===== config.mk =====
export PLATFORM = sky130hd
export DESIGN_NAME = i2s_rx_fifo
export DESIGN_NICKNAME = d
export VERILOG_FILES = /design/src/rtl/i2s_rx_fifo.sv
export SDC_FILE = /design/constraint.sdc
export NUM_CORES = 1
export LEC_CHECK = 0
export BUFFER_PORTS_ARGS = -buffer_cell sky130_fd_sc_hd__buf_4
export CAP_MARGIN = 40
export CORE_ASPECT_RATIO = 2
export CORE_MARGIN = 1
export CORE_UTILIZATION = 30
export CTS_BUF_LIST = sky130_fd_sc_hd__clkbuf_8
export DETAILED_ROUTE_END_ITERATION = 16
export PLACE_DENSITY = 0.47
export SETUP_SLACK_MARGIN = 0.5
export SLEW_MARGIN = 40
export SYNTH_ARGS = -nofsm -noshare
export SYNTH_HDL_FRONTEND = slang
export SYNTH_SLANG_ARGS = --single-unit

===== constraint.sdc =====
create_clock -name HCLK -period 4.74 [get_ports HCLK]
set_input_delay 0 -clock HCLK [delete_from_list [all_inputs] [get_ports HCLK]]
set_output_delay 0 -clock HCLK [all_outputs]
set_load 0.01 [all_outputs]

===== src/rtl/i2s_rx_fifo.sv =====
// I2S master receiver: generates SCK/WS, captures one channel slot, sign-extends
// each sample and buffers it in a FIFO presented on a valid/ready stream.

module i2s_rx_fifo #(
    parameter int unsigned CLK_DIV     = 4,
    parameter int unsigned SLOT_BITS   = 32,
    parameter int unsigned SAMPLE_BITS = 18,
    parameter int unsigned FIFO_DEPTH  = 8,
    parameter int unsigned LVL_W       = 4
) (
    input  logic             HCLK,
    input  logic             HRESETn,
    input  logic             en,
    input  logic             chan_sel,
    input  logic             flush,
    input  logic             ovf_clr,
    input  logic [LVL_W-1:0] irq_thresh,
    output logic             SCK,
    output logic             WS,
    input  logic             SD,
    output logic [31:0]      m_data,
    output logic             m_valid,
    input  logic             m_ready,
    output logic [LVL_W-1:0] level,
    output logic             overflow,
    output logic             irq
);

    localparam int unsigned DATA_W = 32;
    localparam int unsigned FRAME  = 2 * SLOT_BITS;
    localparam int unsigned DC_W   = (CLK_DIV > 1) ? $clog2(CLK_DIV) : 1;
    localparam int unsigned BC_W   = $clog2(FRAME);
    localparam int unsigned AW     = $clog2(FIFO_DEPTH);

    logic [DC_W-1:0]        dc;
    logic [BC_W-1:0]        bc;
    logic                   chan_lat;
    logic [SAMPLE_BITS-1:0] shreg;
    logic                   cap_pend;
    logic [DATA_W-1:0]      cap_data;
    logic [DATA_W-1:0]      mem [FIFO_DEPTH];
    logic [AW-1:0]          wr_ptr;
    logic [AW-1:0]          rd_ptr;

    logic                   dc_wrap_c;
    logic                   sck_rise_c;
    logic                   sck_fall_c;
    logic [BC_W-1:0]        bc_inc_c;
    logic [BC_W-1:0]        bc_inc2_c;
    logic                   slot_c;
    logic [BC_W-1:0]        bit_idx_c;
    logic                   sel_c;
    logic                   hit_c;
    logic                   last_c;
    logic [SAMPLE_BITS-1:0] sh_next_c;
    logic [DATA_W-1:0]      sext_c;

    logic                   pop_c;
    logic                   push_c;
    logic                   full_c;
    logic                   wr_c;
    logic                   ovf_set_c;
    logic [LVL_W-1:0]       rem_c;
    logic [LVL_W-1:0]       level_n_c;
    logic [AW-1:0]          rd_n_c;
    logic [AW-1:0]          wr_n_c;
    logic [DATA_W-1:0]      head_c;

    // Bit-clock timing and slot decode
    always_comb begin
        dc_wrap_c  = (dc == DC_W'(CLK_DIV - 1));
        sck_rise_c = en && dc_wrap_c && !SCK;
        sck_fall_c = en && dc_wrap_c && SCK;
        bc_inc_c   = (bc == BC_W'(FRAME - 1)) ? '0 : bc + BC_W'(1);
        bc_inc2_c  = (bc_inc_c == BC_W'(FRAME - 1)) ? '0 : bc_inc_c + BC_W'(1);
        slot_c     = (bc >= BC_W'(SLOT_BITS));
        bit_idx_c  = slot_c ? bc - BC_W'(SLOT_BITS) : bc;
        // Channel choice is live during bc==0 so the first slot bit already sees it
        sel_c      = (bc == '0) ? chan_sel : chan_lat;
        hit_c      = sck_rise_c && (slot_c == sel_c) && (bit_idx_c < BC_W'(SAMPLE_BITS));
        last_c     = (bit_idx_c == BC_W'(SAMPLE_BITS - 1));
        sh_next_c  = SAMPLE_BITS'({shreg, SD});
        sext_c     = DATA_W'($signed(sh_next_c));
    end

    // SCK/WS generator; WS leads the slot MSB by one bit period
    always_ff @(posedge HCLK or negedge HRESETn) begin
        if (!HRESETn) begin
            dc  <= '0;
            SCK <= 1'b0;
            WS  <= 1'b0;
            bc  <= '0;
        end else if (!en) begin
            dc  <= '0;
            SCK <= 1'b0;
            WS  <= 1'b0;
            bc  <= '0;
        end else if (dc_wrap_c) begin
            dc  <= '0;
            SCK <= ~SCK;
            if (sck_fall_c) begin
                bc <= bc_inc_c;
                WS <= (bc_inc2_c >= BC_W'(SLOT_BITS));
            end
        end else begin
            dc <= dc + DC_W'(1);
        end
    end

    // Deserialiser; a completed sample is pushed on the following edge
    always_ff @(posedge HCLK or negedge HRESETn) begin
        if (!HRESETn) begin
            chan_lat <= 1'b0;
            shreg    <= '0;
            cap_pend <= 1'b0;
            cap_data <= '0;
        end else begin
            chan_lat <= sel_c;
            if (!en) begin
                shreg <= '0;
            end else if (hit_c) begin
                shreg <= sh_next_c;
            end
            cap_pend <= hit_c && last_c;
            if (hit_c && last_c) begin
                cap_data <= sext_c;
            end
        end
    end

    // FIFO control and registered head computation
    always_comb begin
        pop_c     = m_valid && m_ready;
        push_c    = cap_pend && !flush;
        full_c    = (level == LVL_W'(FIFO_DEPTH));
        wr_c      = push_c && (!full_c || pop_c);
        ovf_set_c = push_c && full_c && !pop_c;
        rem_c     = level - LVL_W'(pop_c);
        level_n_c = flush ? '0 : rem_c + LVL_W'(wr_c);
        rd_n_c    = flush ? '0 : (pop_c ? rd_ptr + AW'(1) : rd_ptr);
        wr_n_c    = flush ? '0 : (wr_c ? wr_ptr + AW'(1) : wr_ptr);
        head_c    = m_data;
        if (!flush) begin
            if (rem_c == '0) begin
                if (wr_c) begin
                    head_c = cap_data;
                end
            end else begin
                head_c = mem[rd_n_c];
            end
        end
    end

    always_ff @(posedge HCLK or negedge HRESETn) begin
        if (!HRESETn) begin
            for (int i = 0; i < FIFO_DEPTH; i++) begin
                mem[i] <= '0;
            end
            wr_ptr   <= '0;
            rd_ptr   <= '0;
            level    <= '0;
            m_valid  <= 1'b0;
            m_data   <= '0;
            overflow <= 1'b0;
            irq      <= 1'b0;
        end else begin
            if (wr_c) begin
                mem[wr_ptr] <= cap_data;
            end
            wr_ptr  <= wr_n_c;
            rd_ptr  <= rd_n_c;
            level   <= level_n_c;
            m_valid <= (level_n_c != '0);
            m_data  <= head_c;
            if (ovf_set_c) begin
                overflow <= 1'b1;
            end else if (ovf_clr) begin
                overflow <= 1'b0;
            end
            irq <= (irq_thresh != '0) && (level >= irq_thresh);
        end
    end

endmodule


==> results.yml <==
status:
  outcome: "completed"
placed_design:
  dp_slack_ns: 1.85
  dp_cells: 1409
  port_buffers: 52
  place_area_mm2: 0.0118
  hpwlAfterDp_mm: 19.0
  place_congestion: 0.735
die:
  initial_core_util: 0.304
  die_width_um: 138
  die_area_mm2: 0.0377
  rows: 99
  pin_count: 53
  coreArea_mm2: 0.0364
  die_h_um: 274
setup_path:
  path_class: "reg -> reg"
  crit_chain: "and2_1 -> o41ai_4 -> nor2_1 -> ha_1 -> ha_1 -> xor2_1 -> nor2_1 -> or4_1"
  startpoint_type: "flop"
  arrival_ns: 3.26
  critical_path_peak_fanout: 7
  end_kind: "flop"
  path_buf_inv: 0
  critical_path.slowest_cell: "o41ai_4"
  required_ns: 5.16
  critPathMaxStageDelay_ns: 0.77
  crit_family: "simple AND/OR/NAND/NOR gates"
sta:
  fmax_mhz: 352
  setup_violations: 0
  tns_ns: 0
  rsz0062_at_grt: "false"
  hold_violations: 0
  hold_slack_ns: 0.0233
  clock_skew_ns: 0.0263
  fin_ws_ns: 1.90
  slew_viol_final: 0
  post-route-min-period_ns: 2.84
  maxSlewHeadroom: 0.441
  min_period_over_period: 0.600
  worst_pin_slew_ns: 0.836
final_layout:
  drive_above_1_share: 0.262
  area_growth_pct: 13.6
  final_cells: 1480
  fin_util: 0.345
  nets: 1028
  fill_cells: 3732
  final_area_mm2: 0.0126
  final_common_cell: "dfrtp_1"
  layout_common_cells: "dfrtp_1, mux2_2, inv_1"
routing:
  drtIter0Drc: 388
  avgRoutedWirePerCell_um: 21.8
  vias: 7968
  drtAntennaViolNets: 0
  viasPerCell: 5.38
  drt-total-wl_mm: 32.2
  drcViolationCount: 0
  dr.pass1.iters: 7
synth:
  async_reset_ff_frac: 1.00
  syn-num-nets: 1027
  syn_area_mm2: 0.0111
  ys_warn_count: 0
  yosysSeqAreaShare: 0.502
  syn-instance-count: 1000
  syn_avg_cell_area_um2: 11.1
  yosys_register_bits: 222
  synth.distinct_cells: 59
  synthFlopType: "dfrtp_1"
  synth_enable_flop_cells: 0
flow_run:
  drv_cap: 0
power:
  power_mw: 5.06
  power.density_mw_per_mm2: 403
  p_leak_nw: 5.56
  peakVddDrop_mv: 0.272
global_routing:
  antenna_found_initial: 1
  gr-total-overflow: 0
  grt_pass1_wl_mm: 50.6
  track_usage: 0.179
  grt_max_degree: 112
  grt_pass1_vias: 8302
clock_tree:
  cts_sinks: 222
  clockRootBuffer: "clkbuf_8"
  cts_tree: "yes"
  insertion_delay_ns: 0.54
  cts_buffers: 34
  clockBufferDepth: 3
  holdBufCountCts: 9
  cts.clk_slew.worst_paths_ns: 0.07
  cts_setup_buffers: 0
  ctsResizeCount: 0
  cts_max_level: 2
min_path:
  hold_class: "in -> reg"
-- cells by family after synthesis --
logic type | share of synthesized area
mux | 0.149
flops | 0.502
simple gates | 0.0719
compound gates | 0.174
buf+inv | 0.0785
xor+xnor | 0.00712
fa+ha+maj | 0.0170
-- worst register-to-register path, cell delays in order (launching register included) --
cell and delay, ns:
dfrtp_1 0.46, and2_1 0.26, o41ai_4 0.77, nor2_1 0.09
ha_1 0.22, ha_1 0.19, xor2_1 0.14, nor2_1 0.06
or4_1 0.51
-- worst paths after layout --
check                         startpoint       end  slack (ns)  depth (start not counted)
setup / recovery                 m_valid   m_valid        1.90                          8
hold / removal             irq_thresh[2]       irq        0.02                          6
setup reg to reg                 m_valid   m_valid        1.90                          8
max in group asynchronous        HRESETn  mem[236]        4.06                          3
min in group asynchronous        HRESETn  shreg[1]        0.05                          3
hold reg to reg                    dc[0]     dc[0]        0.44                          1
-- cell usage after synthesis (9+ instances only) --
library cell | count | share of area
inv_1 | 86 | 0.029
nand2_1 | 86 | 0.029
a41oi_1 | 18 | 0.014
clkbuf_1 | 54 | 0.018
nor2_1 | 28 | 0.0095
ha_1 | 15 | 0.017
o211ai_1 | 74 | 0.050
buf_1 | 26 | 0.0088
o2111ai_1 | 72 | 0.057
dfrtp_1 | 222 | 0.50
and2_1 | 9 | 0.0051
mux2i_1 | 17 | 0.015
o31ai_1 | 19 | 0.013
o21ai_0 | 40 | 0.018
mux2_2 | 117 | 0.12
buf_4 | 22 | 0.015
mux2_4 | 10 | 0.014
-- where the power goes --
group	total [mW]	switching, mW	internal, mW
Sequential	2.13	0.125	2.01
Clock	1.65	0.767	0.885
Combinational	1.28	0.816	0.462
-- final cells by class --
class                      count  area (um2)  area share
inverter                      88         334      0.0266
tap                          454         568      0.0452
clock buffer                  44         606      0.0482
sequential                   222        5560       0.442
clock inverter                16        90.1     0.00716
antenna                        1        2.50    0.000199
timing repair buffer          76         689      0.0548
multi-input combinational    579        4730       0.376
-- metal layers --
metal	track usage	vias to the layer above	wire [um]
met3	0.0183	60	1020
met2	0.328	187	17500
met1	0.206	4097	12500
met4	0.0758	0	1100
met5	0	-	0
li1	-	3624	-
-- state kept, by name (all words and copies together), names as in the netlist --
| name | flops |
|---|---|
| level | 4 |
| chan_lat | 1 |
| mem | 144 |
| SCK | 1 |
| cap_data | 18 |
| dc | 2 |
| bc | 6 |
| wr_ptr | 3 |
| WS | 1 |
| m_data | 18 |
| shreg | 17 |
| m_valid | 1 |
| cap_pend | 1 |
| overflow | 1 |
| irq | 1 |
| rd_ptr | 3 |
(Power assumes the default switching activity.)
